--- config.mk ---
export PLATFORM = sky130hd
export DESIGN_NAME = proc_fetch_unit
export DESIGN_NICKNAME = d
export VERILOG_FILES = /design/src/rtl/proc_fetch_unit.sv
export SDC_FILE = /design/constraint.sdc
export NUM_CORES = 1
export LEC_CHECK = 0
export ABC_AREA = 1
export CAP_MARGIN = 5
export CORE_ASPECT_RATIO = 0.75
export CORE_UTILIZATION = 55
export CTS_CLUSTER_DIAMETER = 150
export CTS_CLUSTER_SIZE = 40
export DETAILED_ROUTE_END_ITERATION = 10
export PLACE_DENSITY = 0.83
export SLEW_MARGIN = 20
export SYNTH_ARGS = -nofsm -noshare
export SYNTH_HDL_FRONTEND = slang
export SYNTH_SLANG_ARGS = --single-unit
--- constraint.sdc ---
create_clock -name clk -period 9 [get_ports clk]
set_clock_uncertainty 0.05 [all_clocks]
set_input_delay 1.8 -clock clk [delete_from_list [all_inputs] [get_ports clk]]
set_output_delay 1.8 -clock clk [all_outputs]
set_load 0.005 [all_outputs]
--- src/rtl/proc_fetch_unit.sv ---
// Multi-outstanding instruction fetch stage: PC, imem val/rdy requests, pc-tag FIFO,
// instruction buffer and squash-drop counter. Optional perf counters: PROC_FETCH_PERF_EN.
module proc_fetch_unit #(
  parameter logic [31:0] p_reset_vector = 32'h200,
  parameter int          p_max_inflight = 2,
  parameter int          p_ibuf_depth   = 2
)(
  input  logic        clk,
  input  logic        reset_n,
  output logic        imemreq_val,
  input  logic        imemreq_rdy,
  output logic [31:0] imemreq_addr,
  input  logic        imemresp_val,
  output logic        imemresp_rdy,
  input  logic [31:0] imemresp_data,
  input  logic        redirect_val,
  input  logic [31:0] redirect_target,
  output logic        inst_val,
  input  logic        inst_rdy,
  output logic [31:0] inst_data,
  output logic [31:0] inst_pc,
  output logic [3:0]  inflight
`ifdef PROC_FETCH_PERF_EN
  ,
  output logic [31:0] perf_squash_cnt,
  output logic [31:0] perf_stall_cnt
`endif
);

  localparam int TW = (p_max_inflight > 1) ? $clog2(p_max_inflight) : 1;
  localparam int BW = (p_ibuf_depth > 1) ? $clog2(p_ibuf_depth) : 1;

  typedef struct packed {
    logic [31:0] pc;
    logic [31:0] inst;
  } ibuf_ent_t;

  logic [31:0]   pc_q, pc_d;
  logic [3:0]    inflight_q, inflight_d;
  logic [3:0]    drop_q, drop_d;
  logic [TW-1:0] tag_wr_q, tag_wr_d, tag_rd_q, tag_rd_d;
  logic [BW-1:0] ib_wr_q, ib_wr_d, ib_rd_q, ib_rd_d;
  logic [3:0]    ib_cnt_q, ib_cnt_d;
  logic [31:0]   tag_mem_q [p_max_inflight];
  ibuf_ent_t     ibuf_q    [p_ibuf_depth];

  logic [4:0] occ;
  logic       req_fire, resp_fire, drop_resp, ib_push, ib_pop;

  function automatic logic [TW-1:0] tag_next(input logic [TW-1:0] p);
    return (p == TW'(p_max_inflight - 1)) ? '0 : p + TW'(1);
  endfunction

  function automatic logic [BW-1:0] ib_next(input logic [BW-1:0] p);
    return (p == BW'(p_ibuf_depth - 1)) ? '0 : p + BW'(1);
  endfunction

  // Buffer slots already claimed by queued or live in-flight instructions
  assign occ = {1'b0, ib_cnt_q} + {1'b0, inflight_q} - {1'b0, drop_q};

  assign imemreq_val  = reset_n && !redirect_val && (inflight_q < 4'(p_max_inflight)) &&
                        (occ < 5'(p_ibuf_depth));
  assign imemreq_addr = pc_q;
  assign imemresp_rdy = reset_n;
  assign inflight     = inflight_q;
  assign inst_val     = reset_n && (ib_cnt_q != 4'd0);
  assign inst_data    = ibuf_q[ib_rd_q].inst;
  assign inst_pc      = ibuf_q[ib_rd_q].pc;

  // Responses with no outstanding tag (e.g. stale after reset) are ignored
  assign req_fire  = imemreq_val && imemreq_rdy;
  assign resp_fire = reset_n && imemresp_val && (inflight_q != 4'd0);
  assign drop_resp = resp_fire && ((drop_q != 4'd0) || redirect_val);
  assign ib_push   = resp_fire && (drop_q == 4'd0) && !redirect_val;
  assign ib_pop    = inst_val && inst_rdy && !redirect_val;

  always_comb begin
    pc_d       = pc_q;
    drop_d     = drop_q;
    inflight_d = inflight_q + 4'(req_fire) - 4'(resp_fire);
    tag_wr_d   = req_fire  ? tag_next(tag_wr_q) : tag_wr_q;
    tag_rd_d   = resp_fire ? tag_next(tag_rd_q) : tag_rd_q;
    ib_wr_d    = ib_push ? ib_next(ib_wr_q) : ib_wr_q;
    ib_rd_d    = ib_pop  ? ib_next(ib_rd_q) : ib_rd_q;
    ib_cnt_d   = ib_cnt_q + 4'(ib_push) - 4'(ib_pop);
    if (redirect_val) begin
      pc_d     = redirect_target;
      drop_d   = inflight_q - 4'(resp_fire);
      ib_wr_d  = '0;
      ib_rd_d  = '0;
      ib_cnt_d = '0;
    end else begin
      if (req_fire)  pc_d   = pc_q + 32'd4;
      if (drop_resp) drop_d = drop_q - 4'd1;
    end
  end

  always_ff @(posedge clk) begin
    if (!reset_n) begin
      pc_q       <= p_reset_vector;
      inflight_q <= '0;
      drop_q     <= '0;
      tag_wr_q   <= '0;
      tag_rd_q   <= '0;
      ib_wr_q    <= '0;
      ib_rd_q    <= '0;
      ib_cnt_q   <= '0;
    end else begin
      pc_q       <= pc_d;
      inflight_q <= inflight_d;
      drop_q     <= drop_d;
      tag_wr_q   <= tag_wr_d;
      tag_rd_q   <= tag_rd_d;
      ib_wr_q    <= ib_wr_d;
      ib_rd_q    <= ib_rd_d;
      ib_cnt_q   <= ib_cnt_d;
    end
  end

  always_ff @(posedge clk) begin
    if (req_fire) tag_mem_q[tag_wr_q] <= pc_q;
    if (ib_push)  ibuf_q[ib_wr_q]     <= '{pc: tag_mem_q[tag_rd_q], inst: imemresp_data};
  end

`ifdef PROC_FETCH_PERF_EN
  logic [31:0] squash_q, squash_d, stall_q, stall_d;

  assign squash_d        = squash_q + 32'(drop_resp);
  assign stall_d         = stall_q + 32'(inst_rdy && !inst_val && !redirect_val);
  assign perf_squash_cnt = squash_q;
  assign perf_stall_cnt  = stall_q;

  always_ff @(posedge clk) begin
    if (!reset_n) begin
      squash_q <= '0;
      stall_q  <= '0;
    end else begin
      squash_q <= squash_d;
      stall_q  <= stall_d;
    end
  end
`endif

`ifndef SYNTHESIS
  // Until the first post-reset request, leftover responses are legal and ignored
  logic after_rst_q;
  always_ff @(posedge clk) begin
    if (!reset_n)      after_rst_q <= 1'b1;
    else if (req_fire) after_rst_q <= 1'b0;
  end
  always_ff @(posedge clk) begin
    if (reset_n && !after_rst_q)
      assert (!(imemresp_val && inflight_q == 4'd0))
        else $error("imem response with no outstanding request");
  end
`endif

endmodule

Word-level counts from Yosys, hierarchy flattened
Memory sizes are Yosys's and may differ from the RTL's. A register that Yosys moved wholly into a read port is not among the register bits.
Cells that the tools add are included.

word-level totals
  register bits after elaboration = 48
  bits in writable memories = 192
  bits of input ports = 70
  output and inout port bits = 103
  word-level logic and storage cells = 63
  memories kept = 2

cells by class
  add/subtract/negate cells = 13
  order comparisons = 2
  mux-type cells = 16
  bitwise gates (word level) = 1
  reduce and logical (&&, ||, !) cells = 21

memories
  name       depth  width  read ports  clocked after memory_dff  write ports  RTL line  RTL
  ibuf_q     2      64     1           1                         1            45        ibuf_ent_t ibuf_q [p_ibuf_depth];
  tag_mem_q  2      32     1           1                         1            44        logic [31:0] tag_mem_q [p_max_inflight];

operators with widths
  cell                                                                  number
  32-bit 2-to-1 mux                                                     2
  32-bit by 3-bit adder with 32-bit output, second input constant       1
  1-bit logical AND                                                     12
  1-bit 2-to-1 mux                                                      12
  4-bit nonzero test                                                    3
  4-bit by 1-bit subtractor with 4-bit output                           3
  4-bit by 1-bit adder with 4-bit output                                2
  4-bit 2-to-1 mux                                                      2
  4-bit by 4-bit adder with 5-bit output                                1
  5-bit by 2-bit < comparator with 1-bit output, second input constant  1
  5-bit by 4-bit subtractor with 5-bit output                           1
  1-bit adder, second input constant                                    4
  4-bit zero test                                                       1
  4-bit by 2-bit < comparator with 1-bit output, second input constant  1
  2-bit nonzero test                                                    2
  4-bit by 1-bit subtractor with 4-bit output, second input constant    1
  2-bit OR reduction                                                    1
  1-bit zero test                                                       1
  1-bit logical OR                                                      1
  1-bit NOT                                                             1

Longest topological paths before layout
Gate-level depths: netlist of run 1.

  depth in word-level cells = 7
  mapped depth = 20
  gate-level depth less buffers = 19

Worst setup path before layout of run 1
Ideal clock, no wire load.

  path type = in2reg
  start point = in redirect_val
  end point = mem ibuf_q[1][0] in the netlist's numbering (enable)
  library setup time = 0.488 ns
  arrival = 5.091 ns
  data required time = 8.462 ns
  path slack = 3.371 ns
  stages = 6
  path buffers = 1
  path through = buf_2 -> inv_2 -> nand3_1 -> nor2_1 -> inv_1 -> nor2_1

on the way
  word-level cells in the longest chain between the ends = 4

ends and longest elaborated chain
  what                                    RTL line  RTL
  start: declaration                      16        input logic redirect_val,
  1-bit zero test                         74        assign ib_push = resp_fire && (drop_q == 4'd0) && !redirect_val;
  1-bit logical AND                       74
  1-bit 2-to-1 mux                        122       if (ib_push) ibuf_q[ib_wr_q] <= '{pc: tag_mem_q[tag_rd_q], inst: imemresp_data};
  1-bit 2-to-1 mux (implied by the code)  122
  end: declaration                        45

No other way between the ends.

Final worst setup path of run 1
  start point = in reset_n
  end point = out imemreq_val

on the way
  word-level cells in the longest chain between the ends = 3

ends and longest elaborated chain
  what                            RTL line  RTL
  start: declaration              9         input logic reset_n,
  1-bit logical AND (3 in a row)  61        assign imemreq_val = reset_n && !redirect_val && (inflight_q < 4'(p_max_inflight)) &&
  end: declaration                10        output logic imemreq_val,

No other way between the ends.

==> qor.yml, run 1 <==
status: "finished, final reports clean"
combPwrFrac_pct: 17.8
cp_data_arrival_time_ns: 4.42
slew_headroom_pct: 31.2
hold-worst-slack_ns: 0.425
cpMostUsedCell: "clkdlybuf4s50_1"
cp.required_ns: 7.15
r2r_start: "inflight[1]$_SDFF_PN0_"
yosys_warnings: 0
final_cells: 1295
postLayoutCoreUtil_pct: 68.9
syn_avg_cell_area_um2: 11.9
worstSkewPairLatency_ns: 0.49
fin_crit_sh_pct: 69.7
grt_max_degree: 66
synth_cell_type_count: 32
dpl_worst_slack_ns: 2.72
cts_resized: 0
root_buffer: "clkbuf_16"
die_w_um: 162
start_util_pct: 56.5
numCtsBuffers: 10
cts.clk_slew.worst_paths_ns: 0.13
n_fill_cell: 1371
ys_ff_latch: 242
routed_wl_mm: 22.2
power.switching_uw: 562
yosysTopAreaCell: "edfxtp_1"
syn_to_final_growth_pct: 21.9
antenna_found_initial: 0
tightest_slew_ns: 1.03
clock-sinks: 242
cts_setup_buffers: 0
viasPerCell: 5.41
layout-drive-gt1-share_pct: 12.4
finalCriticalPeriod_ns: 6.27
rows: 43
fmax_ghz: 0.159
drv_slew: 0
cts_tree: "yes"
p_seq_share_pct: 57.6
cp-start-kind: "primary input"
switching_share_pct: 25.0
placed_area_mm2: 0.0125
setup_viol: 0
timing.final.ws_setup_ns: 2.73
core_mm2: 0.0186
place_congestion: 0.927
total_power_mw: 2.25
reg2reg_setup_slack_ns: 4.52
synth.area.top_cells: "edfxtp_1, mux2_2, dfxtp_1"
cp_max_fo: 24
post-place-cells: 1278
place_hpwl_mm: 15.1
setup_tns_ns: 0
setup.worst_path.end_class: "output pin"
crit_chain: "clkdlybuf4s50_1 > inv_2 > nor2_4 > nand3_1 > nor2_2 > nand3_2 > inv_1 > clkdlybuf4s50_1"
vias: 7004
final_net_count: 1140
max_stage_delay_ns: 1.03
detail-route-antenna-nets: 0
synth_top_area_share_pct: 54.8
synthesis.nets: 980
cap_violations: 0
drc: 0
portBuffers: 172
crit_start: "reset_n"
pin_count: 173
n_antenna_cell: 0
clockBufferDepth: 3
critPathKind: "in -> out"
min_path_type: "reg -> reg"
crit_family: "buffers and inverters"
crit_path_top_delay_cell: "clkdlybuf4s50_1"
cts-htree-levels: 1
vdd.ir_drop.worst_v: 0.000121
grt_use_total_pct: 23.2
grt_pass1_wl_mm: 35.4
wl_per_cell_um: 17.2
netlist_instances: 884
dieArea_mm2: 0.0197
drt_pass1_iterations: 6
synth-seq-area-share_pct: 64.3
power_density_mw_per_mm2: 175
stdcell_area_mm2: 0.0128
rsz0062_at_grt: "no"
p_leak_nw: 4.51
die_y_um: 122
netlist_area_mm2: 0.0105
grt-ovfl-total: 0
grt_pass1_vias: 6931
pwr-share-clk_pct: 24.6
drtIter0Drc: 470
p_int_mw: 1.69
cts_hold_buf: 0
hold_viol_final: 0
path_buf_inv: 4
worstHoldStart: "tag_rd_q$_SDFFE_PN0P_"
[flip-flops by register name, indices dropped and copies added, names as in the netlist, named ones only]
name and flops:
ib_wr_q 1, ib_rd_q 1, imemreq_addr 32, tag_mem_q 64, ib_cnt_q 4, tag_rd_q 1, tag_wr_q 1, inflight 4
drop_q 4, ibuf_q 128
[worst paths after layout]
kind                             to  depth (start not counted)
max                     imemreq_val                          8
min                        register                          1
max reg2reg  inflight[2]$_SDFF_PN0_                         16
min reg2reg                register                          1
[worst reg2reg max path, stage by stage, from the launching register on]
cell,delay [ns]
dfxtp_1,0.48
inv_1,0.16
fa_1,0.55
fa_1,0.49
inv_1,0.07
nand3_1,0.08
nand2_1,0.08
nand2_1,0.04
nand2_1,0.10
nand4_2,0.80
ha_1,0.63
inv_1,0.07
ha_1,0.15
inv_1,0.05
fa_1,0.37
xnor2_1,0.16
nor2_1,0.05
[per-layer routing]
layer / vias to the layer above / track usage [%] / part of all wire, %
li1: 3339 / - / -
met4: 0 / 6.13 / 2.0
met1: 3334 / 31.5 / 44
met3: 39 / 3.20 / 6.7
met2: 292 / 39.4 / 47
met5: - / 0 / 0
[cells by family after synthesis]
family | share of synthesized area (%)
multiplexers | 10.3
AND/OR/NAND/NOR | 14.3
AO/OA/AOI/OAI | 2.63
adder cells (fa/ha/maj) | 3.52
XOR/XNOR | 1.33
flip-flops | 64.3
buffers and inverters | 3.69
[layout make-up]
| class | count | area (µm²) | share of cell area, % |
|---|---|---|---|
| clock buffer | 15 | 290 | 2.26 |
| clock inverter | 1 | 30.0 | 0.234 |
| inverter | 66 | 248 | 1.93 |
| multi-input combinational | 546 | 3400 | 26.5 |
| sequential | 242 | 6770 | 52.8 |
| tap | 247 | 309 | 2.41 |
| timing repair buffer | 178 | 1790 | 13.9 |
[power groups by stage]
stage	combinational (mW)	sequential [mW]	clock [mW]
after detailed placement	0.398	1.32	0
after CTS	0.402	1.30	0.563
after floorplan	0.247	1.31	0
final	0.400	1.30	0.555
after global routing	0.448	1.30	0.599
after global placement	0.388	1.32	0
[cell usage after synthesis]
| library cell | n |
|---|---|
| a211oi_1 | 1 |
| a21oi_1 | 29 |
| a31oi_1 | 1 |
| and2_1 | 1 |
| buf_1 | 7 |
| buf_2 | 10 |
| buf_4 | 2 |
| buf_6 | 1 |
| clkbuf_1 | 10 |
| dfxtp_1 | 50 |
| edfxtp_1 | 192 |
| fa_1 | 6 |
| ha_1 | 20 |
| inv_1 | 64 |
| inv_2 | 2 |
| mux2_2 | 96 |
| nand2_1 | 196 |
| nand2_2 | 1 |
| nand3_1 | 59 |
| nand3_2 | 1 |
| nand3b_1 | 13 |
| nand4_2 | 1 |
| nor2_1 | 73 |
| nor2_2 | 2 |
| nor2_4 | 2 |
| nor3_1 | 3 |
| o211ai_1 | 1 |
| o21ai_0 | 20 |
| o21ai_1 | 2 |
| or2_2 | 2 |
| xnor2_1 | 8 |
| xor2_1 | 8 |
[placed cells by master (no fill, tap or decap)]
| master | n |
|---|---|
| nand2_1 | 196 |
| edfxtp_1 | 192 |
| clkdlybuf4s50_1 | 172 |
| mux2_2 | 96 |
| nor2_1 | 69 |
| inv_1 | 64 |
| nand3_1 | 59 |
| dfxtp_1 | 49 |
| a21oi_1 | 29 |
| o21ai_0 | 20 |
| ha_1 | 20 |
| nand3b_1 | 13 |
| clkbuf_16 | 11 |
| xnor2_1 | 8 |
| xor2_1 | 8 |
| nor2_4 | 6 |
| fa_1 | 6 |
| buf_4 | 5 |
| clkbuf_1 | 4 |
| nor3_1 | 3 |
| inv_2 | 2 |
| nor2_2 | 2 |
| o21ai_1 | 2 |
| or2_2 | 2 |
| nand4_2 | 1 |
| a31oi_1 | 1 |
| nand3_2 | 1 |
| o211ai_1 | 1 |
| nand2_2 | 1 |
| and2_1 | 1 |
| a211oi_1 | 1 |
| dfxtp_2 | 1 |
| clkinv_16 | 1 |
| buf_16 | 1 |
Note: power is estimated with default switching activity, not from simulation.
==> run 2: changes to the inputs <==
- CORE_UTILIZATION: 55 -> 54
- PLACE_DENSITY: 0.83 -> 0.82
- clock period: 9 -> 6.1 ns (I/O delays scaled with it)
==> run 2 against run 1 <==
  * Cell count is essentially flat
  * Flip-flop and latch count is the same
  * Worst hold slack lost 0.012 ns
  * Critical endpoint unchanged
  * Die area grew 1.8%
  * Sequential share of layout area grew 0.061 points
  * First-iteration DRC count grew 25%
  * Highest routed layer unchanged
  * Critical path depth grew 1
  * Critical path type unchanged
  * Global-route usage shrank 1.2 points
==> qor.yml, run 2 (synthesis gave the netlist of run 1 again) <==
n_fill_cell: 1360
seqCellArea_mm2: 0.00677
cts_hold_buf: 0
antenna_found_initial: 0
die_w_um: 163
cpMostUsedCell: "clkdlybuf4s50_1"
cp-start-kind: "primary input"
cap_violations: 0
hold_viol_final: 0
placed_area_mm2: 0.0125
multi_input_area_mm2: 0.00340
mostFrequentLayoutCells: "nand2_1, edfxtp_1, clkdlybuf4s50_1"
power_density_mw_per_mm2: 259
detail-route-antenna-nets: 0
place_hpwl_mm: 15.1
critPathKind: "in -> out"
worstSkewPairLatency_ns: 0.50
numCtsBuffers: 10
vdd.ir_drop.worst_v: 0.000190
clockBufferDepth: 3
total_power_mw: 3.32
cp.required_ns: 4.83
pin_count: 173
cts_resized: 0
grt_pass1_wl_mm: 34.1
crit_path_top_delay_cell: "clkdlybuf4s50_1"
cp_max_fo: 24
syn_to_final_growth_pct: 21.8
regMostFlops: "ibuf_q"
min_path_type: "reg -> reg"
tightest_slew_ns: 1.03
grt_max_degree: 65
grt-ovfl-total: 0
portBuffers: 172
crit_chain: "clkdlybuf4s50_1 > buf_4 > inv_2 > nor2_4 > nand3_1 > nor2_2 > nand3_2 > inv_1 > clkdlybuf4s50_1"
drv_slew: 0
cts_tree: "yes"
finalCriticalPeriod_ns: 4.63
cp_data_arrival_time_ns: 3.36
rsz0062_at_grt: "no"
drt_pass1_iterations: 5
start_util_pct: 56.0
setup_viol: 0
max_stage_delay_ns: 0.49
place_congestion: 0.938
worstHoldStart: "tag_rd_q$_SDFFE_PN0P_"
dieArea_mm2: 0.0201
layout-drive-gt1-share_pct: 12.5
final_net_count: 1141
crit_start: "reset_n"
cts.clk_slew.worst_paths_ns: 0.13
largest_reg_flops: 128
grt_use_total_pct: 22.0
clock-sinks: 242
setup_tns_ns: 0
stdcell_area_mm2: 0.0128
n_antenna_cell: 0
grt_pass1_vias: 6553
routed_wl_mm: 21.8
status: "finished, final reports clean"
final_common_cell: "nand2_1"
fin_crit_sh_pct: 75.9
p_leak_nw: 4.51
drc: 0
viasPerCell: 5.32
setup.worst_path.end_class: "output pin"
root_buffer: "clkbuf_16"
drtIter0Drc: 586
rows: 43
core_mm2: 0.0188
die_y_um: 123
fmax_ghz: 0.216
cts-htree-levels: 1
cts_setup_buffers: 0
vias: 6900
slew_headroom_pct: 31.4
r2r_start: "inflight[1]$_SDFF_PN0_"
wl_per_cell_um: 16.9
-- run 2: through the flow --
stage	instances	hold slack (ns)	util, %	setup slack (ns)
floorplan	884	0.375	-	1.05
global placement	1280	0.385	66.6	1.53
detailed placement	1280	0.394	66.6	1.48
CTS	1296	0.413	68.3	1.48
global route	1296	0.423	68.3	1.33
finish	1296	0.413	68.3	1.47
-- run 2: metal layers --
layer	global-route usage, %	part of all wire (%)	routed length, µm	vias up
li1	-	-	-	3344
met1	31.7	47	10200	3295
met5	0	0	0	-
met3	3.52	6.1	1320	36
met2	34.8	45	9870	225
met4	6.31	2.2	480	0
-- run 2: final cells by class --
class,instances,area share (%)
Multi-Input combinational cell,546,26.5
Sequential cell,242,52.8
Tap cell,247,2.41
Timing Repair Buffer,179,13.8
Clock buffer,15,2.26
Inverter,66,1.93
Clock inverter,1,0.234
-- run 2: path summary, 6_finish.rpt --
check,slack (ns),cells past startpoint,end
setup / recovery,1.47,9,imemreq_val
hold / removal,0.41,1,register
setup reg to reg,2.10,16,inflight[2]$_SDFF_PN0_
hold reg to reg,0.41,1,register
-- run 2: report_power, final --
| part | switching (mW) | internal, mW | total (mW) |
|---|---|---|---|
| Clock | 0.478 | 0.346 | 0.824 |
| Sequential | 0.0578 | 1.86 | 1.91 |
| Combinational | 0.293 | 0.291 | 0.584 |
-- run 2: critical path: cells and delay by family --
family        cells  cell delay, ns
simple gates      4            0.56
buf+inv           5            1.56
==> run 3: changes to the inputs <==
- CORE_UTILIZATION: 54 -> 48
- PLACE_DENSITY: 0.82 -> 0.77
- clock period: 6.1 -> 3.9 ns (I/O delays scaled with it)
==> run 3 against run 2 <==
  * Clock-buffer cell count did not move
  * First-iteration DRC count fell by 2.9%
  * Total power rose by 59%
  * Die area rose by 12%
  * Sequential share of layout area fell by 0.64 points
  * Final area rose by 1.3%
  * Combinational power rose by 68%
  * Sequential power rose by 57%
  * Critical path type is now reg -> out
  * Largest power group unchanged
==> qor.yml, run 3 (synthesis gave the netlist of run 1 again) <==
p_int_mw: 3.94
rows: 46
vdd.ir_drop.worst_v: 0.000300
fin_crit_sh_pct: 97.9
cp_data_arrival_time_ns: 2.99
cp.required_ns: 3.07
dpl_worst_slack_ns: 0.406
portBuffers: 172
antenna_found_initial: 0
hold-worst-slack_ns: 0.430
cp-start-kind: "register"
vias: 6954
n_fill_cell: 1677
wl_per_cell_um: 16.9
detail-route-antenna-nets: 0
finalCriticalPeriod_ns: 3.82
largest_reg_flops: 128
drt_pass1_iterations: 6
clock-sinks: 242
drtIter0Drc: 569
p_seq_share_pct: 56.7
layout-drive-gt1-share_pct: 14.2
cts-htree-levels: 1
setup_viol: 0
n_antenna_cell: 0
regMostFlops: "ibuf_q"
tightest_slew_ns: 0.948
status: "finished, final reports clean"
p_leak_nw: 4.54
post-place-cells: 1326
switching_share_pct: 25.5
grt_pass1_wl_mm: 35.1
setup.worst_path.end_class: "output pin"
power_density_mw_per_mm2: 407
syn_to_final_growth_pct: 23.4
cts.clk_slew.worst_paths_ns: 0.14
clockBufferDepth: 3
min_path_type: "reg -> reg"
place_congestion: 0.945
core_mm2: 0.0213
final_cells: 1343
slew_headroom_pct: 36.8
mostFrequentLayoutCells: "nand2_1, edfxtp_1, clkdlybuf4s50_1"
place_hpwl_mm: 15.3
viasPerCell: 5.18
drc: 0
grt_use_total_pct: 19.9
grt_max_degree: 66
cap_violations: 0
hold_viol_final: 0
power.switching_mw: 1.35
final_common_cell: "nand2_1"
grt-ovfl-total: 0
pwr-share-clk_pct: 24.7
final_net_count: 1147
cts_hold_buf: 0
start_util_pct: 49.4
worstSkewPairLatency_ns: 0.50
routed_wl_mm: 22.7
timing.final.ws_setup_ns: 0.0830
combPwrFrac_pct: 18.6
die_y_um: 130
pin_count: 173
fmax_ghz: 0.262
dieArea_mm2: 0.0225
critPathKind: "reg -> out"
numCtsBuffers: 10
cp_max_fo: 4
die_w_um: 173
grt_pass1_vias: 6484
cts_tree: "yes"
drv_slew: 0
root_buffer: "clkbuf_16"
-- run 3: cell types whose count changed in the layout (fill, tap and decap cells not counted), sizes merged --
| cell | change |
|---|---|
| buf | +6 |
-- run 3: timing repair --
| action | 4_1_cts | 5_1_grt |
|---|---|---|
| setup endpoints to repair | 1 | 1 |
| gates resized for setup | 2 | 11 |
| buffers inserted | 0 | 1 |
| gates cloned | 0 | 0 |
| pin swaps | 0 | 3 |
-- run 3: through the flow --
stage          total power [mW]  utilization (%)  setup TNS, ns  area, µm²
6_report                   5.28             61.0              0      13000
5_1_grt                    5.52             61.0        -0.0211      13000
4_1_cts                    5.26             60.7              0      12900
3_5_place_dp               3.98             59.2              0      12600
3_3_place_gp               3.95             59.2              0      12600
2_1_floorplan              3.59                -              0      10500
-- run 3: routing by layer --
layer	up-vias	wire length, µm	track usage (%)
met2	242	10500	32.0
li1	3359	-	-
met4	0	277	3.44
met3	17	1480	3.58
met5	-	0	0
met1	3336	10400	28.6
-- run 3: cell type report --
cell class / instances / area [µm²] / share of cell area [%]
clock inverters: 1 / 30.0 / 0.231
clock buffers: 15 / 290 / 2.24
flip-flops and latches: 242 / 6780 / 52.2
multi-input cells: 546 / 3440 / 26.5
inverters: 66 / 248 / 1.91
repair buffers: 185 / 1840 / 14.2
well taps: 288 / 360 / 2.77
-- run 3: worst paths after layout --
path,cells after the start,endpoint,startpoint,slack (ns)
worst max register to register,12,inflight[1]$_SDFF_PN0_,ib_cnt_q[1]$_SDFF_PP0_,0.63
worst max-delay path,8,imemreq_val,ib_cnt_q[1]$_SDFF_PP0_,0.08
worst min-delay path,1,tag_rd_q$_SDFFE_PN0P_,tag_rd_q$_SDFFE_PN0P_,0.43
worst min register to register,1,tag_rd_q$_SDFFE_PN0P_,tag_rd_q$_SDFFE_PN0P_,0.43
-- run 3: power groups by stage --
stage / Clock [mW] / Combinational (mW) / Sequential [mW]
after floorplan: 0 / 0.571 / 3.02
after global placement: 0 / 0.904 / 3.04
after detailed placement: 0 / 0.930 / 3.05
after CTS: 1.33 / 0.938 / 2.99
after global routing: 1.40 / 1.11 / 3.01
final: 1.31 / 0.983 / 2.99
-- run 3: worst max-delay path, cell delays in order, from the launching register on --
cell,delay (ns)
dfxtp_2,0.37
inv_2,0.06
fa_2,0.50
fa_2,0.58
nand3_1,0.11
nor2_2,0.19
nand3_2,0.12
inv_1,0.07
clkdlybuf4s50_1,0.49
